## config.mk

```make
export PLATFORM = sky130hd
export DESIGN_NAME = ifetch_buffer_flat
export DESIGN_NICKNAME = d
export VERILOG_FILES = /design/src/rtl/ifetch_buffer_pkg.sv /design/src/rtl/ifetch_buffer_if.sv /design/src/rtl/ifetch_buffer_fifo_mem.sv /design/src/rtl/ifetch_buffer.sv /design/src/flat_wrapper.sv
export SDC_FILE = /design/constraint.sdc
export NUM_CORES = 1
export LEC_CHECK = 0
export BUFFER_PORTS_ARGS = -buffer_cell sky130_fd_sc_hd__buf_2
export CORE_ASPECT_RATIO = 0.9
export CORE_MARGIN = 2
export CORE_UTILIZATION = 55
export DETAILED_ROUTE_END_ITERATION = 16
export PLACE_DENSITY_LB_ADDON = 0.1
export SLEW_MARGIN = 20
export SYNTH_ARGS = -nofsm -noshare
export SYNTH_HDL_FRONTEND = slang
export SYNTH_SLANG_ARGS = --single-unit
```

## constraint.sdc

```tcl
create_clock -name clk -period 6.8 [get_ports clk]
set_input_delay 0.34 -clock clk [delete_from_list [all_inputs] [get_ports clk]]
set_output_delay 0.34 -clock clk [all_outputs]
set_load 0.01 [all_outputs]
```

## src/rtl/ifetch_buffer_pkg.sv

```systemverilog
// Shared fetch-bus constants and the response classification used by the fetch buffer.
package ifetch_buffer_pkg;

  localparam logic        RstEnable        = 1'b1;
  localparam int unsigned InstBusAddrWidth = 32;
  localparam int unsigned InstBusDataWidth = 32;
  localparam logic [InstBusDataWidth-1:0] ZeroWord = '0;

  typedef enum logic [1:0] {
    RSP_NONE,
    RSP_FILL,
    RSP_DISCARD,
    RSP_ERROR
  } rsp_kind_e;

endpackage

```

## src/rtl/ifetch_buffer_if.sv

```systemverilog
// PC-stage, instruction-memory and IF/ID signals of the fetch buffer.
interface ifetch_buffer_if #(
  parameter int unsigned ADDR_W = 32,
  parameter int unsigned DATA_W = 32
);
  logic [ADDR_W-1:0] pc;
  logic              pc_valid;
  logic              stall_req;
  logic              flush;
  logic              mem_req_valid;
  logic              mem_req_ready;
  logic [ADDR_W-1:0] mem_req_addr;
  logic              mem_rsp_valid;
  logic [DATA_W-1:0] mem_rsp_data;
  logic              id_valid;
  logic              id_ready;
  logic [ADDR_W-1:0] id_pc;
  logic [DATA_W-1:0] id_inst;

  modport master (
    input  pc, pc_valid, flush, mem_req_ready, mem_rsp_valid, mem_rsp_data, id_ready,
    output stall_req, mem_req_valid, mem_req_addr, id_valid, id_pc, id_inst
  );

  modport slave (
    output pc, pc_valid, flush, mem_req_ready, mem_rsp_valid, mem_rsp_data, id_ready,
    input  stall_req, mem_req_valid, mem_req_addr, id_valid, id_pc, id_inst
  );
endinterface

```

## src/rtl/ifetch_buffer_fifo_mem.sv

```systemverilog
// In-order {pc, inst, filled} storage: entries allocated at request time, filled on response.
module ifetch_fifo_mem
  import ifetch_buffer_pkg::*;
#(
  parameter int unsigned ADDR_W = InstBusAddrWidth,
  parameter int unsigned DATA_W = InstBusDataWidth,
  parameter int unsigned DEPTH  = 4
) (
  input  logic              clk,
  input  logic              rst,
  input  logic              clear_i,
  input  logic              alloc_i,
  input  logic [ADDR_W-1:0] alloc_pc_i,
  input  logic              fill_i,
  input  logic [DATA_W-1:0] fill_data_i,
  input  logic              pop_i,
  output logic              head_filled_o,
  output logic [ADDR_W-1:0] head_pc_o,
  output logic [DATA_W-1:0] head_inst_o
);
  localparam int unsigned PTR_W = $clog2(DEPTH);

  logic [PTR_W-1:0]  wr_ptr_q, wr_ptr_d;
  logic [PTR_W-1:0]  fill_ptr_q, fill_ptr_d;
  logic [PTR_W-1:0]  rd_ptr_q, rd_ptr_d;
  logic [DEPTH-1:0]  filled_q;
  logic [ADDR_W-1:0] pc_q   [DEPTH];
  logic [DATA_W-1:0] inst_q [DEPTH];

  always_comb begin
    wr_ptr_d   = alloc_i ? wr_ptr_q + 1'b1 : wr_ptr_q;
    fill_ptr_d = fill_i  ? fill_ptr_q + 1'b1 : fill_ptr_q;
    rd_ptr_d   = pop_i   ? rd_ptr_q + 1'b1 : rd_ptr_q;
  end

  // Alloc, fill and pop always address distinct slots, so the filled-bit writes never collide.
  always_ff @(posedge clk) begin
    if (rst == RstEnable || clear_i) begin
      wr_ptr_q   <= '0;
      fill_ptr_q <= '0;
      rd_ptr_q   <= '0;
      filled_q   <= '0;
    end else begin
      wr_ptr_q   <= wr_ptr_d;
      fill_ptr_q <= fill_ptr_d;
      rd_ptr_q   <= rd_ptr_d;
      if (alloc_i) begin
        pc_q[wr_ptr_q]     <= alloc_pc_i;
        filled_q[wr_ptr_q] <= 1'b0;
      end
      if (fill_i) begin
        inst_q[fill_ptr_q]   <= fill_data_i;
        filled_q[fill_ptr_q] <= 1'b1;
      end
      if (pop_i) begin
        filled_q[rd_ptr_q] <= 1'b0;
      end
    end
  end

  always_comb begin
    head_filled_o = filled_q[rd_ptr_q];
    head_pc_o     = pc_q[rd_ptr_q];
    head_inst_o   = inst_q[rd_ptr_q];
  end

endmodule

```

## src/rtl/ifetch_buffer.sv

```systemverilog
// Fetch stage: issues PC-stage addresses to instruction memory, buffers responses in order,
// and drops responses to fetches that were in flight when the pipeline flushed.
module ifetch_buffer
  import ifetch_buffer_pkg::*;
#(
  parameter int unsigned ADDR_W = InstBusAddrWidth,
  parameter int unsigned DATA_W = InstBusDataWidth,
  parameter int unsigned DEPTH  = 4
) (
  input  logic          clk,
  input  logic          rst,
  ifetch_buffer_if.master bus
);
  localparam int unsigned CNT_W = $clog2(DEPTH) + 1;

  logic [CNT_W-1:0]  alloc_cnt_q, alloc_cnt_d;
  logic [CNT_W-1:0]  pend_cnt_q, pend_cnt_d;
  logic [CNT_W-1:0]  discard_cnt_q, discard_cnt_d;
  logic [CNT_W:0]    occupancy;
  logic              credit_ok, accept, fill, pop, id_valid;
  logic              head_filled;
  logic [ADDR_W-1:0] head_pc;
  logic [DATA_W-1:0] head_inst;
  rsp_kind_e         rsp_kind;

  always_comb begin
    occupancy         = {1'b0, alloc_cnt_q} + {1'b0, discard_cnt_q};
    credit_ok         = occupancy < (CNT_W+1)'(DEPTH);
    bus.mem_req_valid = bus.pc_valid & credit_ok & ~bus.flush & (rst != RstEnable);
    bus.mem_req_addr  = {bus.pc[ADDR_W-1:2], 2'b00};
    accept            = bus.mem_req_valid & bus.mem_req_ready;
    bus.stall_req     = ~accept;
  end

  always_comb begin
    rsp_kind = RSP_NONE;
    if (bus.mem_rsp_valid) begin
      if (discard_cnt_q != '0)     rsp_kind = RSP_DISCARD;
      else if (pend_cnt_q == '0)   rsp_kind = RSP_ERROR;
      else                         rsp_kind = RSP_FILL;
    end
  end

  always_comb begin
    fill         = (rsp_kind == RSP_FILL) & ~bus.flush;
    id_valid     = head_filled & (alloc_cnt_q != '0) & (rst != RstEnable);
    pop          = id_valid & bus.id_ready & ~bus.flush;
    bus.id_valid = id_valid;
    bus.id_pc    = id_valid ? head_pc : '0;
    bus.id_inst  = id_valid ? head_inst : '0;
  end

  // On flush every allocated-but-unfilled fetch still owes a response, minus the one arriving now.
  always_comb begin
    alloc_cnt_d   = alloc_cnt_q + CNT_W'(accept) - CNT_W'(pop);
    pend_cnt_d    = pend_cnt_q + CNT_W'(accept) - CNT_W'(fill);
    discard_cnt_d = discard_cnt_q;
    if (rsp_kind == RSP_DISCARD) discard_cnt_d = discard_cnt_q - 1'b1;
    if (bus.flush) begin
      alloc_cnt_d = '0;
      pend_cnt_d  = '0;
      if (rsp_kind == RSP_ERROR) discard_cnt_d = '0;
      else discard_cnt_d = discard_cnt_q + pend_cnt_q - CNT_W'(bus.mem_rsp_valid);
    end
  end

  always_ff @(posedge clk) begin
    if (rst == RstEnable) begin
      alloc_cnt_q   <= '0;
      pend_cnt_q    <= '0;
      discard_cnt_q <= '0;
    end else begin
      alloc_cnt_q   <= alloc_cnt_d;
      pend_cnt_q    <= pend_cnt_d;
      discard_cnt_q <= discard_cnt_d;
    end
  end

  ifetch_fifo_mem #(
    .ADDR_W (ADDR_W),
    .DATA_W (DATA_W),
    .DEPTH  (DEPTH)
  ) u_fifo (
    .clk           (clk),
    .rst           (rst),
    .clear_i       (bus.flush),
    .alloc_i       (accept),
    .alloc_pc_i    (bus.pc),
    .fill_i        (fill),
    .fill_data_i   (bus.mem_rsp_data),
    .pop_i         (pop),
    .head_filled_o (head_filled),
    .head_pc_o     (head_pc),
    .head_inst_o   (head_inst)
  );

  a_no_orphan_rsp : assert property (@(posedge clk) disable iff (rst == RstEnable)
                                     rsp_kind != RSP_ERROR);

endmodule
```

## src/flat_wrapper.sv

```systemverilog
// flat-port wrapper written by rule: the top's interface ports become plain ports
module ifetch_buffer_flat import ifetch_buffer_pkg::*;
#(
  parameter int unsigned ADDR_W = InstBusAddrWidth,
  parameter int unsigned DATA_W = InstBusDataWidth,
  parameter int unsigned DEPTH  = 4
)
  (clk, rst, bus_pc, bus_pc_valid, bus_flush, bus_mem_req_ready, bus_mem_rsp_valid, bus_mem_rsp_data, bus_id_ready, bus_stall_req, bus_mem_req_valid, bus_mem_req_addr, bus_id_valid, bus_id_pc, bus_id_inst);
  ifetch_buffer_if #(.ADDR_W(ADDR_W), .DATA_W(DATA_W)) bus_i ();
  input  logic clk;
  input  logic rst;
  input wire logic [$bits(bus_i.pc)-1:0] bus_pc;
  input wire logic [$bits(bus_i.pc_valid)-1:0] bus_pc_valid;
  input wire logic [$bits(bus_i.flush)-1:0] bus_flush;
  input wire logic [$bits(bus_i.mem_req_ready)-1:0] bus_mem_req_ready;
  input wire logic [$bits(bus_i.mem_rsp_valid)-1:0] bus_mem_rsp_valid;
  input wire logic [$bits(bus_i.mem_rsp_data)-1:0] bus_mem_rsp_data;
  input wire logic [$bits(bus_i.id_ready)-1:0] bus_id_ready;
  output wire logic [$bits(bus_i.stall_req)-1:0] bus_stall_req;
  output wire logic [$bits(bus_i.mem_req_valid)-1:0] bus_mem_req_valid;
  output wire logic [$bits(bus_i.mem_req_addr)-1:0] bus_mem_req_addr;
  output wire logic [$bits(bus_i.id_valid)-1:0] bus_id_valid;
  output wire logic [$bits(bus_i.id_pc)-1:0] bus_id_pc;
  output wire logic [$bits(bus_i.id_inst)-1:0] bus_id_inst;
  assign bus_i.pc = bus_pc;
  assign bus_i.pc_valid = bus_pc_valid;
  assign bus_i.flush = bus_flush;
  assign bus_i.mem_req_ready = bus_mem_req_ready;
  assign bus_i.mem_rsp_valid = bus_mem_rsp_valid;
  assign bus_i.mem_rsp_data = bus_mem_rsp_data;
  assign bus_i.id_ready = bus_id_ready;
  assign bus_stall_req = bus_i.stall_req;
  assign bus_mem_req_valid = bus_i.mem_req_valid;
  assign bus_mem_req_addr = bus_i.mem_req_addr;
  assign bus_id_valid = bus_i.id_valid;
  assign bus_id_pc = bus_i.id_pc;
  assign bus_id_inst = bus_i.id_inst;
  ifetch_buffer #(.ADDR_W(ADDR_W), .DATA_W(DATA_W), .DEPTH(DEPTH)) u_core (.clk(clk), .rst(rst), .bus(bus_i));
endmodule
```

==> impl_metrics.toml <==
[run_status]
status = "finished clean"

[timing]
worst_slew_pin_slew_ns = 1.04
fmaxAchievable_mhz = 276
final_hold_viol_count = 0
max_slew_violation_count = 0
report.final.setup_viol = 0
worst_slew_margin_rel_pct = 30.4
skew_ns = 0.0303
timing.final.crit_period_ns = 3.63
fin_crit_sh_pct = 53.3
grt_setup_unrepaired = "no"
setup_tns_ns = 0

[global_route]
grt_first_pass_wirelength_um = 33100
globalRouteOverflowTotal = 0
number_of_global_route_vias_before_repair = 6217
grt_usage_pct = 19.6
pin_count_of_the_biggest_net_entering_global_routing = 67
antenna_violations_before_repair = 4

[floorplanning]
fp.dieArea_sq_um = 21800
die_w_um = 155
rows = 49
die_h_um = 140
design.portCount = 170
core_region_area_sq_um = 20100
start_util_pct = 56.4

[yosys]
ys_async_sr_fraction_pct = 0
ys_seq_elements = 277
yosysUniqueCellTypes = 43
synth.avg_cell_area_sq_um = 18.7
syn-instance-count = 605
synth.yosys.seq_area_share_pct = 71.5
yosysWarningCount = 0
syn_area_sq_um = 11300
synth_ff_type = "edfxtp_1"
synth_edf_count = 256

[detailed_routing]
vias_per_cell = 5.73
detail-route-antenna-nets = 0
firstDrtPassIters = 4
starting_drt_drc_count = 423
avgRoutedWirePerCell_um = 21.0
detailroute.via_count = 5831
detail_route.wirelength_um = 21300
drt_drc_violations_left = 0

[layout]
fin_nets = 837
final-instance-count-excl-fill = 1018
post_route_cells_drive_above_1_share_pct = 38.8
flow.area_growth_from_synthesis_pct = 15.6

[placement]
dp.final_hpwl_um = 12500
dp_cells = 964
place_congestion = 0.736
buffer_ports.inserted = 167

[setup_path]
cp-start-kind = "flip-flop"
critPathArrivalTime_ns = 4.03
critPathMaxFanout = 66
crit_type = "reg2reg"
timing.critical_path.to_type = "flip-flop"
worst_ep_required_time_ns = 7.20

[pwr]
share_comb_of_total_power_pct = 2.9
sequentialPowerShare_pct = 54.6
power_switching_mw = 0.657
switching_share_pct = 19.2
power.density_cell_area_nw_per_um2 = 261
internal_power_mw = 2.77
p_leak_nw = 4.83
clkPwrFrac_pct = 42.5
worst_ir_drop_vdd_mv = 0.195

[clocking]
cts_htree_levels = 1
worstSkewPairLatency_ns = 0.54
num_cts_buffers = 27
cts.repair.resized = 0
clock-sinks = 277
postCtsHoldBufs = 0
ctsRootBufferMaster = "clkbuf_16"
clk_pin_slew_worst_paths_ns = 0.07
cts_setup_buffers = 0
max-clock-path-buffers = 3
cts_tree = "yes"

[hold_path]
hold_path.class = "in2reg"

[job]
maxCapViolations = 0
-- power groups by stage --
stage,Sequential [mW],Combinational [mW],Clock (mW)
final,1.87,0.0984,1.45
after detailed placement,1.91,0.0990,0
after global placement,1.91,0.0935,0
after global routing,1.87,0.110,1.55
after CTS,1.87,0.0996,1.48
after floorplan,1.91,0.0571,0
-- synthesized netlist by cell type, types with 3 or more instances --
master	n	area, sq um
xnor2_1	8	70.1
buf_2	9	45.0
fa_1	3	60.1
nand2_1	8	30.0
nor2_1	20	75.1
nor3_1	5	25.0
dfxtp_1	21	420
and2_1	6	37.5
ha_1	23	288
inv_1	24	90.1
edfxtp_1	256	7690
a221oi_2	4	60.1
buf_4	32	240
mux4_2	65	1460
and3_1	65	407
clkbuf_1	21	78.8
-- worst max-delay path: stages (launching register included) --
cell     delay (ns)
dfxtp_1        0.51
mux4_4         1.07
and2_1         0.38
nor2b_1        0.18
ha_1           0.31
inv_1          0.06
ha_1           0.13
inv_1          0.05
fa_1           0.38
xor2_1         0.23
xnor2_1        0.15
nor2_1         0.05
-- routing by layer --
metal	track usage [%]	wire length, um	share of wire (%)
met5	0	22	0.10
met4	5.12	439	2.1
met3	3.50	1190	5.6
met1	26.8	9040	42
met2	33.0	10700	50
-- area by class of cell --
| cell class | count | area (sq um) |
|---|---|---|
| Multi-Input combinational cell | 238 | 2790 |
| Sequential cell | 277 | 8120 |
| Clock inverter | 12 | 108 |
| Inverter | 25 | 93.8 |
| Fill cell | 1412 | 7000 |
| Timing Repair Buffer | 171 | 910 |
| Antenna cell | 2 | 5.00 |
| Tap cell | 255 | 319 |
| Clock buffer | 38 | 767 |
-- state kept, by name (all words and copies together) (netlist names), named ones only --
name,count
u_core.u_fifo.wr_ptr_q,2
u_core.u_fifo.filled_q,4
u_core.u_fifo.pc_q,128
u_core.u_fifo.inst_q,128
u_core.alloc_cnt_q,3
u_core.u_fifo.rd_ptr_q,2
u_core.pend_cnt_q,3
u_core.discard_cnt_q,3
u_core.u_fifo.fill_ptr_q,2
-- layout by cell type, fill, tap and decap left out, types with 3 or more instances in the layout --
cell       count
ha_1          23
clkbuf_1       6
clkbuf_16     27
and3_1        65
nor2_1        16
xnor2_1        8
a221oi_2       4
clkbuf_8       5
edfxtp_1     256
buf_2        167
inv_1         24
nor3_1         5
mux4_2        64
dfxtp_1       19
nor2_4         4
clkinv_1       5
fa_1           3
nand2_1        8
and2_2         4
clkinv_2       4
-- metrics by stage --
| step | hold WS [ns] | util [%] | area (sq um) | total power [mW] | worst slack [ns] |
|---|---|---|---|---|---|
| 2_1_floorplan | 0.418 | - | 11300 | 1.96 | 3.62 |
| 3_3_place_gp | 0.482 | 60.5 | 12200 | 2.00 | 3.22 |
| 3_5_place_dp | 0.500 | 60.5 | 12200 | 2.01 | 3.17 |
| 4_1_cts | 0.00600 | 64.9 | 13000 | 3.44 | 3.16 |
| 5_1_grt | 0.00602 | 65.2 | 13100 | 3.53 | 2.99 |
| 6_report | 0.0207 | 65.2 | 13100 | 3.42 | 3.17 |
-- cell families (layout without fill, tap and decap cells) --
| family | Yosys count | in the layout | share of synthesized area (%) |
|---|---|---|---|
| compound gates | 18 | 18 | 1.47 |
| simple gates | 114 | 114 | 5.70 |
| other cells | 1 | 4 | 0.0331 |
| fa+ha+maj | 26 | 26 | 3.07 |
| flops | 277 | 277 | 71.5 |
| mux | 68 | 68 | 13.2 |
| buf+inv | 91 | 246 | 4.30 |
| xor+xnor | 10 | 10 | 0.772 |
-- final timing paths --
check,end,start,cells after the start,slack (ns)
worst max-delay path,u_core.alloc_cnt_q[2]$_SDFF_PP0_,u_core.u_fifo.rd_ptr_q[0]$_SDFFE_PP0P_,11,3.17
worst min-delay path,u_core.u_fifo.inst_q[1][31]$_DFFE_PP_,bus_mem_rsp_data[31],1,0.02
worst max register to register,u_core.alloc_cnt_q[2]$_SDFF_PP0_,u_core.u_fifo.rd_ptr_q[0]$_SDFFE_PP0P_,11,3.17
worst min register to register,u_core.u_fifo.wr_ptr_q[1]$_SDFFE_PP0N_,u_core.u_fifo.wr_ptr_q[1]$_SDFFE_PP0N_,2,0.51
No activity file was read; power rests on OpenSTA's default activity.
